<file path="src/rtl/ram_arb_pkg.sv">
// ram_arb_pkg: shared types and defaults for the SRAM arbiter.
// State encoding, requester ids and the default ROM write-protect boundary.
package ram_arb_pkg;

   typedef enum logic [1:0] {
      IDLE   = 2'd0,
      ACCESS = 2'd1,
      DONE   = 2'd2
   } state_t;

   typedef enum logic [1:0] {
      VID = 2'd0,
      CPU = 2'd1,
      LDR = 2'd2
   } rid_t;

   localparam int          AW_DEF     = 21;
   localparam int          STARVE_DEF = 8;
   localparam logic [20:0] ROMTOP_DEF = 21'h004000;

endpackage

</file>
<file path="src/rtl/ram_arb_priority.sv">
// ram_arb_priority: combinational winner select for the SRAM arbiter.
// Video always wins; cpu beats loader unless the loader is starving.
// A masked requester is treated as not requesting.
module ram_arb_priority
   import ram_arb_pkg::*;
(
   input  logic       vid_req,
   input  logic       cpu_req,
   input  logic       ldr_req,
   input  logic [2:0] mask,
   input  logic       starve,
   output logic       gnt,
   output rid_t       gnt_id
);

   logic v, c, l;

   assign v = vid_req & ~mask[0];
   assign c = cpu_req & ~mask[1];
   assign l = ldr_req & ~mask[2];

   // fixed priority with starvation promotion of the loader over cpu only
   always_comb begin
      gnt    = v | c | l;
      gnt_id = VID;
      if (v)
         gnt_id = VID;
      else if (l && (starve || !c))
         gnt_id = LDR;
      else if (c)
         gnt_id = CPU;
   end

endmodule

</file>
<file path="src/rtl/ram_arbiter.sv">
// ram_arbiter: shares one 8-bit SRAM between video, cpu and SD loader.
// Every access is a fixed two-cycle slot (ACCESS, DONE); arbitration runs
// in IDLE and again in DONE so back-to-back grants give one access per 2
// cycles. The address is registered at grant and stays stable through the
// whole write strobe and the following DONE cycle.
// Optional: define RAM_ARB_ROM_WP_EN to block cpu writes below ROMTOP
// (the slot and ack still happen; the loader is never blocked).
module ram_arbiter
   import ram_arb_pkg::*;
#(
   parameter int            AW     = AW_DEF,
   parameter int            STARVE = STARVE_DEF,
   parameter logic [AW-1:0] ROMTOP = AW'(ROMTOP_DEF)
) (
   input  logic          clock,
   input  logic          reset,
   input  logic          vidReq,
   input  logic [AW-1:0] vidA,
   output logic [7:0]    vidDo,
   output logic          vidAck,
   input  logic          cpuReq,
   input  logic          cpuWe,
   input  logic [AW-1:0] cpuA,
   input  logic [7:0]    cpuDi,
   output logic [7:0]    cpuDo,
   output logic          cpuAck,
   input  logic          ldrReq,
   input  logic          ldrWe,
   input  logic [AW-1:0] ldrA,
   input  logic [7:0]    ldrDi,
   output logic          ldrAck,
   output logic [AW-1:0] ramA,
   output logic          ramWe,
   output logic [7:0]    ramDo,
   output logic          ramDoe,
   input  logic [7:0]    ramDi
);

   localparam int CW = $clog2(STARVE + 1);

`ifdef RAM_ARB_ROM_WP_EN
   localparam bit WP_EN = 1'b1;
`else
   localparam bit WP_EN = 1'b0;
`endif

   state_t        state;
   rid_t          win;
   logic          win_wr;
   logic [CW-1:0] starve_cnt;

   logic          arb;
   logic          gnt;
   rid_t          gnt_id;
   logic [2:0]    mask;
   logic          starve;
   logic [AW-1:0] sel_a;
   logic [7:0]    sel_d;
   logic          sel_we;
   logic          sel_wp;

   assign arb    = (state == IDLE) || (state == DONE);
   assign starve = (starve_cnt == CW'(STARVE));

   // in DONE the requester just acked still holds req; hide it for one round
   always_comb begin
      mask = 3'b000;
      if (state == DONE) begin
         case (win)
            VID:     mask = 3'b001;
            CPU:     mask = 3'b010;
            LDR:     mask = 3'b100;
            default: mask = 3'b000;
         endcase
      end
   end

   ram_arb_priority u_prio (
      .vid_req (vidReq),
      .cpu_req (cpuReq),
      .ldr_req (ldrReq),
      .mask    (mask),
      .starve  (starve),
      .gnt     (gnt),
      .gnt_id  (gnt_id)
   );

   // route the winner's address/data/direction toward the SRAM registers
   always_comb begin
      sel_a  = vidA;
      sel_d  = 8'h00;
      sel_we = 1'b0;
      case (gnt_id)
         CPU: begin
            sel_a  = cpuA;
            sel_d  = cpuDi;
            sel_we = cpuWe;
         end
         LDR: begin
            sel_a  = ldrA;
            sel_d  = ldrDi;
            sel_we = ldrWe;
         end
         default: ;
      endcase
      sel_wp = WP_EN && (gnt_id == CPU) && cpuWe && (cpuA < ROMTOP);
   end

   // access FSM: registers SRAM pins, read data and ack pulses
   always_ff @(posedge clock or posedge reset) begin
      if (reset) begin
         state  <= IDLE;
         win    <= VID;
         win_wr <= 1'b0;
         ramA   <= '0;
         ramDo  <= 8'h00;
         ramWe  <= 1'b1;
         ramDoe <= 1'b0;
         vidDo  <= 8'hFF;
         cpuDo  <= 8'hFF;
         vidAck <= 1'b0;
         cpuAck <= 1'b0;
         ldrAck <= 1'b0;
      end else begin
         vidAck <= 1'b0;
         cpuAck <= 1'b0;
         ldrAck <= 1'b0;
         case (state)
            IDLE, DONE: begin
               if (gnt) begin
                  state  <= ACCESS;
                  win    <= gnt_id;
                  win_wr <= sel_we;
                  ramA   <= sel_a;
                  ramDo  <= sel_d;
                  ramWe  <= ~(sel_we & ~sel_wp);
                  ramDoe <= sel_we & ~sel_wp;
               end else begin
                  state <= IDLE;
               end
            end
            ACCESS: begin
               state  <= DONE;
               ramWe  <= 1'b1;
               ramDoe <= 1'b0;
               case (win)
                  VID: begin
                     vidAck <= 1'b1;
                     if (!win_wr) vidDo <= ramDi;
                  end
                  CPU: begin
                     cpuAck <= 1'b1;
                     if (!win_wr) cpuDo <= ramDi;
                  end
                  LDR: ldrAck <= 1'b1;
                  default: ;
               endcase
            end
            default: state <= IDLE;
         endcase
      end
   end

   // loader starvation counter: counts lost arbitrations, clears on grant
   always_ff @(posedge clock or posedge reset) begin
      if (reset) begin
         starve_cnt <= '0;
      end else if (arb && gnt) begin
         if (gnt_id == LDR)
            starve_cnt <= '0;
         else if (ldrReq && !starve)
            starve_cnt <= starve_cnt + 1'b1;
      end
   end

endmodule

</file>
<file path="config.mk">
export PLATFORM = sky130hd
export DESIGN_NAME = ram_arbiter
export DESIGN_NICKNAME = d
export VERILOG_FILES = /design/src/rtl/ram_arb_pkg.sv /design/src/rtl/ram_arb_priority.sv /design/src/rtl/ram_arbiter.sv
export SDC_FILE = /design/constraint.sdc
export NUM_CORES = 1
export LEC_CHECK = 0
export CELL_PAD_IN_SITES_DETAIL_PLACEMENT = 1
export CELL_PAD_IN_SITES_GLOBAL_PLACEMENT = 2
export CORE_AREA = 2 2 115 117
export DETAILED_ROUTE_END_ITERATION = 6
export DIE_AREA = 0 0 117 119
export PLACE_DENSITY = 0.76
export SLEW_MARGIN = 15
export SYNTH_ARGS = -nofsm -noshare
export SYNTH_HDL_FRONTEND = slang
export SYNTH_SLANG_ARGS = --single-unit
</file>
<file path="constraint.sdc">
create_clock -name clock -period 3.3 [get_ports clock]
set_input_delay 0.66 -clock clock [delete_from_list [all_inputs] [get_ports clock]]
set_output_delay 0.66 -clock clock [all_outputs]
set_load 0.02 [all_outputs]
</file>
==> results of run 1 <==
[power groups by stage]
stage	logic (W)	clock network, W	registers [W]
finish	0.00195	0.000950	0.00130
global route	0.00210	0.00102	0.00135
CTS	0.00198	0.000985	0.00130
detailed placement	0.00198	0	0.00131
global placement	0.00195	0	0.00129
floorplan	0.000836	0	0.00161
[path summary, 6_finish.rpt]
| path | cells after the start | end | from |
|---|---|---|---|
| worst max-delay path | 9 | ramDoe | win[1] |
| worst min-delay path | 2 | ramWe | ramWe |
| worst max register to register | 9 | ramDoe | win[1] |
| worst min register to register | 2 | ramWe | ramWe |
| max in group asynchronous | 3 | cpuDo[1] | reset |
| min in group asynchronous | 3 | ramA[3] | reset |
[area by class of cell]
cell class | count | share of cell area [%]
clock inverter | 2 | 0.306
inverter | 8 | 0.663
timing repair buffer | 151 | 30.9
clock buffer | 14 | 6.05
multi-input combinational | 167 | 27.0
sequential | 59 | 30.5
tap | 176 | 4.49
[per-layer routing]
layer,share of wire [%],track usage [%],wire length [um],vias up
li1,-,-,-,1232
met1,42,15.1,3650,1253
met2,48,22.4,4190,99
met3,8.9,5.50,777,12
met4,1.2,3.97,104,4
met5,0.19,0,17,-
[worst max-delay path, cell delays in order (launching register included)]
cell	delay (ps)
dfrtp_1	460
or4bb_1	550
and2_1	200
a221oi_1	380
inv_1	100
ha_2	430
a22oi_1	260
nor4_1	70
buf_4	150
a31o_2	200
[sequential cells by signal, summed over array words and instances (netlist names)]
name	count
cpuAck	1
cpuDo	8
ldrAck	1
ramA	21
ramDo	8
ramDoe	1
ramWe	1
starve_cnt	4
state	2
vidAck	1
vidDo	8
win	2
win_wr	1
[per-stage QoR]
step / hold slack (ps) / cells
6_report: 482 / 577
5_1_grt: 507 / 577
4_1_cts: 488 / 577
3_5_place_dp: 481 / 561
3_3_place_gp: 478 / 561
2_1_floorplan: 454 / 255
[cells in the mapped netlist, types with 2 or more instances]
cell,n,area [sq um]
buf_2,2,10.0
a22oi_1,30,225
o21ai_0,29,145
ha_1,4,50.1
nand2_1,24,90.1
dfrtp_1,42,1050
nor3_1,2,10.0
nor3b_1,2,15.0
inv_1,7,26.3
clkbuf_1,14,52.6
a31oi_1,2,12.5
dfstp_2,17,447
mux2_4,16,240
mux2_2,22,248
nand2b_1,2,12.5
o31ai_1,10,75.1
o41ai_1,2,17.5
buf_6,3,33.8
buf_1,2,7.51
[logic make-up (layout without fill, tap and decap cells)]
kind of cell | count (synthesis) | in the layout | synth area share (%)
AO/OA/AOI/OAI | 81 | 81 | 18.4
adder cells (fa/ha/maj) | 4 | 4 | 1.69
buffers and inverters | 29 | 175 | 4.61
flip-flops | 59 | 59 | 50.6
multiplexers | 39 | 39 | 16.9
AND/OR/NAND/NOR | 43 | 43 | 7.78
[cell usage in the layout (no fill, tap or decap), drive strengths merged, types with 2 or more instances in the layout]
| master | netlist | layout |
|---|---|---|
| dfstp | 17 | 17 |
| nor3 | 2 | 2 |
| a22oi | 30 | 30 |
| ha | 4 | 4 |
| clkdlybuf4s50 | 0 | 143 |
| o21ai | 29 | 29 |
| nor3b | 2 | 2 |
| inv | 8 | 8 |
| nand2 | 24 | 24 |
| o31ai | 10 | 10 |
| mux2 | 39 | 39 |
| dfrtp | 42 | 42 |
| a31oi | 2 | 2 |
| clkinvlp | 0 | 2 |
| clkbuf | 14 | 14 |
| nand2b | 2 | 2 |
| buf | 7 | 8 |
| o41ai | 2 | 2 |
| nor4 | 2 | 2 |
==> qor.yml, run 1 <==
avgSynthCellArea_sq_um: 11.6
syn_nets: 353
critPathRequiredTime_ps: 3520
setup_viol: 0
power_frac_comb_pct: 46.4
cts-root-buf: "clkbuf_16"
timing.final.crit_share_pct: 88.1
final_area_sq_mm: 0.00490
irDropWorstVdd_uv: 232
slew_viol_final: 0
leakage_nw: 1.99
antenna_found_initial: 2
fill_cells: 1431
postRouteWirelength_um: 8750
run_status: "completed"
synth_warnings: 0
min_period_ps: 2910
gp_congestion: 0.701
io_pins: 144
drt-initial-drc-count: 73
start_kind: "register"
htreeDepth: 3
cts_tree: "yes"
fin_ws_ps: 394
ys_types: 42
fin_nets: 494
synthCells: 255
power_switching_w: 0.00143
via_per_inst: 4.51
rows: 42
max_freq_ghz: 0.344
regArea_sq_mm: 0.00150
cts-buffers-inserted: 9
grt_usage_pct: 13.2
power.density_mw_per_mm2: 855
core_sq_mm: 0.0129
dp_hpwl_um: 6260
start_util_pct: 23.0
grt_pass1_vias: 2862
insertion_delay_ps: 330
areaGrowthSynthToFinish_pct: 65.8
end_kind: "register"
total_power_w: 0.00419
synthFlopType: "dfrtp_1"
cts.path.max_buffers: 2
avgRoutedWirePerCell_um: 15.2
synth-seq-cells: 59
synthesis.area_sq_mm: 0.00296
ys_async_sr_fraction_pct: 100
grt_start_max_net_pins: 60
tns_ps: 0
swShare_pct: 34.2
grt_pass1_wl_um: 14300
multi_input_comb_area_sq_mm: 0.00133
clockPowerShare_pct: 22.6
final_layout_size_suffix_gt1_share_pct: 20.7
postCtsHoldBufs: 0
first_pass_iters: 4
max-cap-violations: 0
arrival_ps: 3120
port_buffers: 143
die_h_um: 119
p_int_w: 0.00276
via_count: 2600
pwr-share-seq_pct: 30.9
worst-slew-pin-transition_ps: 953
finalHoldViolations: 0
clock_sinks: 59
hold_class: "reg2reg"
rsz0062_at_grt: "false"
post_cts_buffers: 0
fin_util_pct: 38.1
synth_edf_count: 0
diodes: 0
die_x_um: 117
design.die.area_sq_mm: 0.0139
slew_headroom_pct: 35.9
drtAntennaViolNets: 0
skew_ps: 5.96
cp_max_fo: 30
post_dp_cell_area_sq_mm: 0.00459
ys_seq_area_share_pct: 50.6
clk_pin_slew_ps: 50
crit_type: "reg2reg"
place_worst_setup_slack_ps: 221
drcViolationCount: 0
r2r_setup_slack_ps: 390
post_cts_resized: 0
grt_overflow: 0
No activity file was read; power rests on OpenSTA's default activity.
==> run 2, diff against run 1 <==
TNS_END_PERCENT = 30   (was default)
==> results of run 2 <==
Same layout as run 1: the final DEF is identical, and so are final timing and power.
